`src/rtl/pipe_exe.sv`:
```
`default_nettype none
// ============================================================================
// Module   : pipe_exe
// Purpose  : Single-stage execute unit with valid/ready handshakes on both
//            sides. Most ALU ops complete in one cycle into a registered
//            result; with PIPE_EXE_MUL_EN defined, op 11 runs a WIDTH-step
//            shift-add multiply through an IDLE/MUL state machine.
// Macro    : PIPE_EXE_MUL_EN - builds the iterative multiplier (op 11).
//            Undefined: op 11 is a one-cycle op that yields 0.
// Ports    : clk, clrn (async active-low reset), eflush (sync flush)
//            in_valid/in_ready   - operation handshake
//            ealuc, eshift, ealuimm, eqa, eqb, eimm, esa - op and operands
//            out_valid/out_ready - result handshake
//            result, ezero       - registered result and zero flag
// Revision : 1.0 - initial release
// ============================================================================
module pipe_exe #(
    parameter int WIDTH   = 32,
    parameter int SHAMT_W = 5
) (
    input  logic               clk,
    input  logic               clrn,
    input  logic               eflush,
    input  logic               in_valid,
    output logic               in_ready,
    input  logic [3:0]         ealuc,
    input  logic               eshift,
    input  logic               ealuimm,
    input  logic [WIDTH-1:0]   eqa,
    input  logic [WIDTH-1:0]   eqb,
    input  logic [WIDTH-1:0]   eimm,
    input  logic [SHAMT_W-1:0] esa,
    output logic               out_valid,
    input  logic               out_ready,
    output logic [WIDTH-1:0]   result,
    output logic               ezero
);

    localparam logic [3:0] c_op_add  = 4'd0;
    localparam logic [3:0] c_op_sub  = 4'd1;
    localparam logic [3:0] c_op_and  = 4'd2;
    localparam logic [3:0] c_op_or   = 4'd3;
    localparam logic [3:0] c_op_xor  = 4'd4;
    localparam logic [3:0] c_op_lui  = 4'd5;
    localparam logic [3:0] c_op_sll  = 4'd6;
    localparam logic [3:0] c_op_srl  = 4'd7;
    localparam logic [3:0] c_op_sra  = 4'd8;
    localparam logic [3:0] c_op_slt  = 4'd9;
    localparam logic [3:0] c_op_sltu = 4'd10;
    localparam logic [3:0] c_op_mul  = 4'd11;

    logic [WIDTH-1:0]   w_opa;
    logic [WIDTH-1:0]   w_opb;
    logic [SHAMT_W-1:0] w_shamt;
    logic [WIDTH-1:0]   w_alu;
    logic               w_accept;
    logic               w_is_mul;

    logic               r_out_valid;
    logic [WIDTH-1:0]   r_result;
    logic               r_ezero;

    assign w_opa    = eshift  ? {{(WIDTH-SHAMT_W){1'b0}}, esa} : eqa;
    assign w_opb    = ealuimm ? eimm : eqb;
    assign w_shamt  = w_opa[SHAMT_W-1:0];
    assign w_is_mul = (ealuc == c_op_mul);
    assign w_accept = in_valid && in_ready;

    assign out_valid = r_out_valid;
    assign result    = r_result;
    assign ezero     = r_ezero;

    // Single-cycle ALU. Op 11 falls into the default (0); when the multiplier
    // is built, op 11 bypasses this path entirely.
    always_comb begin
        w_alu = '0;
        case (ealuc)
            c_op_add:  w_alu = w_opa + w_opb;
            c_op_sub:  w_alu = w_opa - w_opb;
            c_op_and:  w_alu = w_opa & w_opb;
            c_op_or:   w_alu = w_opa | w_opb;
            c_op_xor:  w_alu = w_opa ^ w_opb;
            c_op_lui:  w_alu = w_opb << (WIDTH/2);
            c_op_sll:  w_alu = w_opb << w_shamt;
            c_op_srl:  w_alu = w_opb >> w_shamt;
            c_op_sra:  w_alu = $signed(w_opb) >>> w_shamt;
            c_op_slt:  w_alu = {{(WIDTH-1){1'b0}}, ($signed(w_opa) < $signed(w_opb))};
            c_op_sltu: w_alu = {{(WIDTH-1){1'b0}}, (w_opa < w_opb)};
            default:   w_alu = '0;
        endcase
    end

`ifdef PIPE_EXE_MUL_EN
    localparam int CNT_W = $clog2(WIDTH + 1);

    typedef enum logic [0:0] {
        S_IDLE = 1'b0,
        S_MUL  = 1'b1
    } state_t;

    state_t           r_state;
    logic [CNT_W-1:0] r_cnt;
    logic [WIDTH-1:0] r_mcand;
    logic [WIDTH-1:0] r_mplier;
    logic [WIDTH-1:0] r_acc;
    logic             w_mul_done;

    assign in_ready = (r_state == S_IDLE) && !eflush && (!r_out_valid || out_ready);

    // The product is only delivered once the output register is free; the
    // FSM otherwise waits with the counter parked at 0.
    assign w_mul_done = (r_state == S_MUL) && (r_cnt == '0) && (!r_out_valid || out_ready);

    always_ff @(posedge clk or negedge clrn) begin
        if (!clrn) begin
            r_state     <= S_IDLE;
            r_cnt       <= '0;
            r_mcand     <= '0;
            r_mplier    <= '0;
            r_acc       <= '0;
            r_result    <= '0;
            r_ezero     <= 1'b1;
            r_out_valid <= 1'b0;
        end else if (eflush) begin
            r_state     <= S_IDLE;
            r_cnt       <= '0;
            r_out_valid <= 1'b0;
        end else begin
            case (r_state)
                S_IDLE: begin
                    if (w_accept && w_is_mul) begin
                        r_state  <= S_MUL;
                        r_cnt    <= CNT_W'(WIDTH);
                        r_mcand  <= w_opa;
                        r_mplier <= w_opb;
                        r_acc    <= '0;
                    end
                end
                S_MUL: begin
                    if (r_cnt != '0) begin
                        // One multiplier bit per cycle, LSB first.
                        if (r_mplier[0]) begin
                            r_acc <= r_acc + r_mcand;
                        end
                        r_mcand  <= r_mcand << 1;
                        r_mplier <= r_mplier >> 1;
                        r_cnt    <= r_cnt - CNT_W'(1);
                    end else if (w_mul_done) begin
                        r_state <= S_IDLE;
                    end
                end
                default: r_state <= S_IDLE;
            endcase

            if (w_accept && !w_is_mul) begin
                r_result    <= w_alu;
                r_ezero     <= (w_alu == '0);
                r_out_valid <= 1'b1;
            end else if (w_mul_done) begin
                r_result    <= r_acc;
                r_ezero     <= (r_acc == '0);
                r_out_valid <= 1'b1;
            end else if (out_ready) begin
                r_out_valid <= 1'b0;
            end
        end
    end
`else
    assign in_ready = !eflush && (!r_out_valid || out_ready);

    always_ff @(posedge clk or negedge clrn) begin
        if (!clrn) begin
            r_result    <= '0;
            r_ezero     <= 1'b1;
            r_out_valid <= 1'b0;
        end else if (eflush) begin
            r_out_valid <= 1'b0;
        end else if (w_accept) begin
            r_result    <= w_alu;
            r_ezero     <= (w_alu == '0);
            r_out_valid <= 1'b1;
        end else if (out_ready) begin
            r_out_valid <= 1'b0;
        end
    end
`endif

endmodule
`default_nettype wire

```
`config.mk`:
```
export PLATFORM = sky130hd
export DESIGN_NAME = pipe_exe
export DESIGN_NICKNAME = d
export VERILOG_FILES = /design/src/rtl/pipe_exe.sv
export SDC_FILE = /design/constraint.sdc
export NUM_CORES = 1
export LEC_CHECK = 0
export CORE_AREA = 2 2 154 171
export DETAILED_ROUTE_END_ITERATION = 7
export DIE_AREA = 0 0 156 173
export GPL_ROUTABILITY_DRIVEN = 0
export PLACE_DENSITY = 0.69
export SLEW_MARGIN = 40
export SYNTH_ARGS = -nofsm -noshare
export SYNTH_HDL_FRONTEND = slang
export SYNTH_SLANG_ARGS = --single-unit
```
`constraint.sdc`:
```
create_clock -name clk -period 2.3 [get_ports clk]
set_input_delay 0.46 -clock clk [delete_from_list [all_inputs] [get_ports clk]]
set_output_delay 0.46 -clock clk [all_outputs]
set_load 0.02 [all_outputs]
```
==> impl_metrics.py, run 1 <==
metrics = {
    "yosys": {
        "ys.flop_type": "dfrtp_1",
        "ys_seq_area_share_pct": 7.573,
        "synthSimpleGateAreaFrac_pct": 21.76,
        "synth_edf_count": 0,
        "synth_compound_area_share_pct": 34.34,
        "synth_top_area_share_pct": 10.68,
        "yosysWarnings": 0,
        "synthAdderAreaFrac_pct": 11.03,
        "synth_top_cell_by_area": "ha_1",
        "synth_top_family_by_area": "compound AO/OA/AOI/OAI gates",
        "synth_nets": 1809,
        "async_reset_ff_share_pct": 100.0,
        "synth_cell_types": 88,
        "synthTopCellsByArea": "ha_1 (11%), mux2i_1 (9.5%), dfrtp_1 (7.3%), nor2_1 (5.3%), a21oi_1 (5.2%)",
        "synth_seq_cells": 34,
        "synthXorXnorAreaFrac_pct": 1.323,
        "syn_area_per_cell_sq_um": 7.036,
        "synthCells": 1599,
        "synthesis.area_sq_um": 11250,
        "synthMuxAreaShare_pct": 15.97,
    },
    "placement": {
        "hpwlAfterDp_um": 52250,
        "portBuffers": 146,
        "placed_area_sq_um": 18190,
    },
    "clocking": {
        "cts_buffer_depth": 2,
        "cts-root-buf": "clkbuf_16",
        "htreeDepth": 2,
        "cts_buffers": 5,
        "hold_buffers": 0,
        "cts_sinks": 34,
    },
    "status": {
        "status": "aborted with a tool error",
        "tool.error": "[ERROR GRT-0232] Routing congestion too high. Check the congestion heatmap in the GUI.",
        "lastStage": "global routing",
    },
    "floorplan": {
        "start_util_pct": 44.81,
        "num_rows": 61,
        "die_h_um": 173,
        "die_w_um": 156,
        "pin_count": 147,
    },
    "global_route": {
        "grt_overflow": 305,
        "grt_max_degree": 39,
        "grt_use_total_pct": 82.65,
    },
}
[metal layers]
layer  GRT overflow  GRT usage [%]
met3             15          73.31
met5              4          50.18
met1             14          81.95
met4            124          81.00
met2            148          94.41
[cell usage after synthesis (7+ instances only)]
| library cell | count |
|---|---|
| mux2_2 | 18 |
| o31ai_1 | 17 |
| o221ai_1 | 14 |
| o21ai_0 | 91 |
| a21oi_1 | 118 |
| o2111ai_1 | 8 |
| nand2_1 | 139 |
| o32ai_1 | 10 |
| a22o_1 | 7 |
| buf_1 | 9 |
| nor2_1 | 159 |
| inv_1 | 77 |
| dfrtp_1 | 33 |
| o21a_1 | 7 |
| o22ai_1 | 41 |
| ha_1 | 96 |
| a221oi_1 | 18 |
| o21bai_1 | 14 |
| nand4_1 | 11 |
| xnor2_1 | 13 |
| a2111oi_0 | 16 |
| mux4_2 | 8 |
| mux2i_1 | 107 |
| nand3_1 | 33 |
| a211oi_1 | 35 |
| o2bb2ai_1 | 9 |
| nor3_1 | 42 |
| o21ai_1 | 12 |
| nand2b_1 | 19 |
| nor4_1 | 18 |
| clkbuf_1 | 79 |
| o211ai_1 | 20 |
| a221o_1 | 10 |
| and2_1 | 7 |
| a21o_1 | 17 |
| a31oi_1 | 21 |
| a22oi_1 | 21 |
| buf_2 | 23 |
| inv_2 | 23 |
| mux2i_2 | 11 |
| o311ai_0 | 7 |
| mux2i_4 | 8 |
| nor2b_1 | 37 |
[logic make-up after synthesis]
| logic type | Yosys count |
|---|---|
| XOR/XNOR | 17 |
| AO/OA/AOI/OAI | 566 |
| adder cells (fa/ha/maj) | 98 |
| multiplexers | 153 |
| flip-flops | 34 |
| AND/OR/NAND/NOR | 512 |
| buffers and inverters | 219 |
[metrics by stage]
step / TNS (ns) / cells / hold slack (ns) / setup WS, ns / util [%]
CTS: -36.99 / 2699 / 0.4875 / -1.918 / 80.15
detailed placement: -57.05 / 2625 / 0.4702 / -2.583 / 72.45
global placement: -55.06 / 2624 / 0.4588 / -2.512 / 72.38
floorplan: -38.56 / 1599 / 0.1644 / -2.204 / -
[timing repair]
item	in CTS
setup buffers	72
pin swaps	74
cloned	1
gates resized for setup	303
setup endpoints to repair	33
==> inputs of run 2 (changes only) <==
--- a/config.mk
+++ b/config.mk
@@ -5,11 +5,11 @@
 export SDC_FILE = /design/constraint.sdc
 export NUM_CORES = 1
 export LEC_CHECK = 0
-export CORE_AREA = 2 2 154 171
+export CORE_AREA = 2 2 197 199
 export DETAILED_ROUTE_END_ITERATION = 7
-export DIE_AREA = 0 0 156 173
+export DIE_AREA = 0 0 199 201
 export GPL_ROUTABILITY_DRIVEN = 0
-export PLACE_DENSITY = 0.69
+export PLACE_DENSITY_LB_ADDON = 0.15
 export SLEW_MARGIN = 40
 export SYNTH_ARGS = -nofsm -noshare
 export SYNTH_HDL_FRONTEND = slang
==> constraint.sdc (replaced) <==
create_clock -name clk -period 3 [get_ports clk]
set_input_delay 0.6 -clock clk [delete_from_list [all_inputs] [get_ports clk]]
set_output_delay 0.6 -clock clk [all_outputs]
set_load 0.02 [all_outputs]
==> run 2 against run 1 <==
Net effect:
- the flow now finishes, with violations (negative setup slack)
- synthesized cell count unchanged
- area after synthesis unchanged
==> impl_metrics.py, run 2 <==
metrics = {
    "placement": {
        "hpwlAfterDp_um": 59020,
        "portBuffers": 146,
        "placed_area_sq_um": 18510,
        "pre_cts_slack_ns": -2.325,
    },
    "floorplan": {
        "num_rows": 72,
        "die_w_um": 199,
        "core_sq_um": 38110,
        "die_h_um": 201,
        "start_util_pct": 29.52,
        "pin_count": 147,
        "die-area_sq_um": 40000,
    },
    "clocking": {
        "cts_sinks": 34,
        "path_clk_slew_ns": 0.06,
        "cts_tree": "built",
        "cts-root-buf": "clkbuf_16",
        "cts_buffers": 5,
        "htreeDepth": 2,
        "hold_buffers": 0,
        "cts_buffer_depth": 2,
        "clock_latency_ns": 0.29,
    },
    "drt": {
        "drt_iter0_drc": 2498,
        "drt_pass1_iterations": 7,
        "drtAntennaViolNets": 0,
        "via_per_inst": 5.983,
        "wl_per_cell_um": 25.49,
        "drc": 0,
        "dr_total_vias": 17585,
        "routed_wl_um": 74920,
    },
    "yosys": {
        "synthCells": 1599,
        "yosysWarnings": 0,
        "synth_edf_count": 0,
        "synth_nets": 1809,
        "synthesis.area_sq_um": 11250,
        "syn_area_per_cell_sq_um": 7.036,
        "synth_common_cells": "nor2_1 (159), nand2_1 (139), a21oi_1 (118)",
        "synthTopCellsByArea": "ha_1 (11%), mux2i_1 (9.5%), dfrtp_1 (7.3%), nor2_1 (5.3%), a21oi_1 (5.2%)",
        "synth_top_cell_by_area": "ha_1",
        "synth_top_area_share_pct": 10.68,
        "synth_seq_cells": 34,
        "yosysMostFrequentCell": "nor2_1",
        "ys_seq_area_share_pct": 7.573,
        "synth_cell_types": 88,
        "ys.flop_type": "dfrtp_1",
        "async_reset_ff_share_pct": 100.0,
    },
    "worst_hold_path": {
        "holdPathEnd": "result[17]",
        "holdCritPathClass": "flop to flop",
        "hold_depth": 2,
        "hp-start": "result[17]",
    },
    "finish": {
        "largest_register_ffs": 32,
        "num-nets-final": 2629,
        "stdcell_area_sq_um": 21180,
        "layout-drive-gt1-share_pct": 45.74,
        "fill_cells": 3569,
        "syn2layout_area_growth_pct": 88.27,
        "final_cell_mix": "buf_4 (708), nor2_1 (151), nand2_1 (135), clkdlybuf4s50_1 (112), a21oi_1 (94)",
        "final_common_cell": "buf_4",
    },
    "timing": {
        "fin_crit_sh_pct": 146.6,
        "skew_ns": 0.004039,
        "setup_tns_ns": -20.56,
        "fin_crit_ns": 4.398,
        "setup_viol": 30,
        "fin_ws_ns": -1.398,
        "clock.fmax_mhz": 227.4,
        "hold_slack_ns": 0.4769,
        "hold_viol_final": 0,
        "rsz0062_at_grt": "yes",
        "slew_headroom_pct": 23.73,
        "final_max_slew_viol_count": 0,
        "worst_pin_slew_ns": 1.134,
    },
    "setup_path": {
        "crit_arrival_ns": 4.59,
        "critPathMaxFanout": 5,
        "cp.required_ns": 3.20,
        "startpoint": "ealuimm",
        "timing.rr.end": "ezero",
        "reg2reg_slack_ns": 0.11,
        "reg2reg_depth": 13,
        "r2r-start": "out_valid",
        "crit_type": "primary input to flop",
        "cp-end-kind": "flop",
        "cp-start-kind": "primary input",
    },
    "power_and_ir_drop": {
        "p_per_area_nw_per_um2": 307.5,
        "irDropWorstVdd_uv": 202.1,
        "p_leak_nw": 9.530,
    },
    "global_route": {
        "grt_overflow": 0,
        "antenna_found_initial": 1,
        "grt_max_degree": 48,
        "grt_pass1_vias": 16972,
        "grt_pass1_wl_um": 106900,
        "grt_use_total_pct": 35.62,
    },
    "status": {
        "status": "finished with violations",
        "violations": "negative setup slack",
    },
    "job": {
        "cap_violations": 0,
    },
}
run 2: area by class of cell:
cell class / count / area, sq um / area share [%]
tap: 518 / 648.1 / 3.060
clock buffer: 5 / 125.1 / 0.5907
inverter: 100 / 382.9 / 1.808
sequential: 34 / 852.1 / 4.023
multi-input combinational: 1346 / 11230 / 53.02
antenna: 1 / 2.502 / 0.01181
timing repair buffer: 932 / 7873 / 37.17
clock inverter: 3 / 68.82 / 0.3249
run 2: worst max-delay path by stage:
stage            end  cells after the start  slack (ns)
4_1_cts        ezero                     20       -1.48
3_5_place_dp   ezero                     18       -2.32
2_1_floorplan  ezero                     19       -1.64
6_report       ezero                     22       -1.40
5_1_grt        ezero                     22       -1.57
3_3_place_gp   ezero                     18       -2.23
run 2: cells by family (layout without fill, tap and decap cells):
kind of cell               count (synthesis)  in the layout  synth area share, %
AOI/OAI and AO/OA                        566            566                34.34
and+or+nand+nor                          512            512                21.76
buffers and inverters                    219           1040                7.996
muxes                                    153            153                15.97
adders and majority gates                 98             98                11.03
DFF                                       34             34                7.573
xor gates and xnor gates                  17             17                1.323
other                                      0              1                    0
run 2: per-stage QoR:
| step | cells | total power [W] | utilization, % |
|---|---|---|---|
| 5_1_grt | 2938 | 0.006751 | 55.58 |
| 3_3_place_gp | 2847 | 0.004931 | 48.55 |
| 6_report | 2939 | 0.006514 | 55.59 |
| 4_1_cts | 2893 | 0.006034 | 52.63 |
| 2_1_floorplan | 1599 | 0.002571 | - |
| 3_5_place_dp | 2847 | 0.004958 | 48.58 |
run 2: metal layers:
layer	track usage [%]	routed length (um)	vias to the layer above	share of wire, %
met3	9.913	9176	337	12
met4	20.36	5834	0	7.8
met5	0	0	-	0
met1	45.29	28730	8233	38
li1	-	-	7681	-
met2	53.72	31180	1334	42
run 2: power breakdown:
part / internal (W) / switching [W]
logic: 0.00250 / 0.00271
registers: 0.000559 / 0.0000540
clock network: 0.000477 / 0.000206
total: 0.00354 / 0.00297
run 2: timing repair:
item | CTS | global route
cloned | 1 | 1
pin swaps | 41 | 74
endpoints found under the setup margin | 33 | 33
resized for setup | 268 | 156
setup buffers | 41 | 49
run 2: worst max-delay path, stage by stage:
cell and delay, ns:
buf_12 0.09, mux2i_4 0.23, buf_6 0.14, inv_6 0.04
buf_6 0.11, ha_4 0.16, inv_4 0.05, fa_2 0.24
nand2b_4 0.08, a211o_4 0.37, a2111oi_4 0.35, buf_4 0.22
nor2_4 0.06, a2111oi_4 0.33, buf_4 0.19, nand2b_4 0.13
mux2i_2 0.08, nor4_4 0.26, nand4b_1 0.15, nor4_2 0.34
nand4_1 0.15, o41ai_2 0.22
Note: power is estimated with default switching activity, not from simulation.
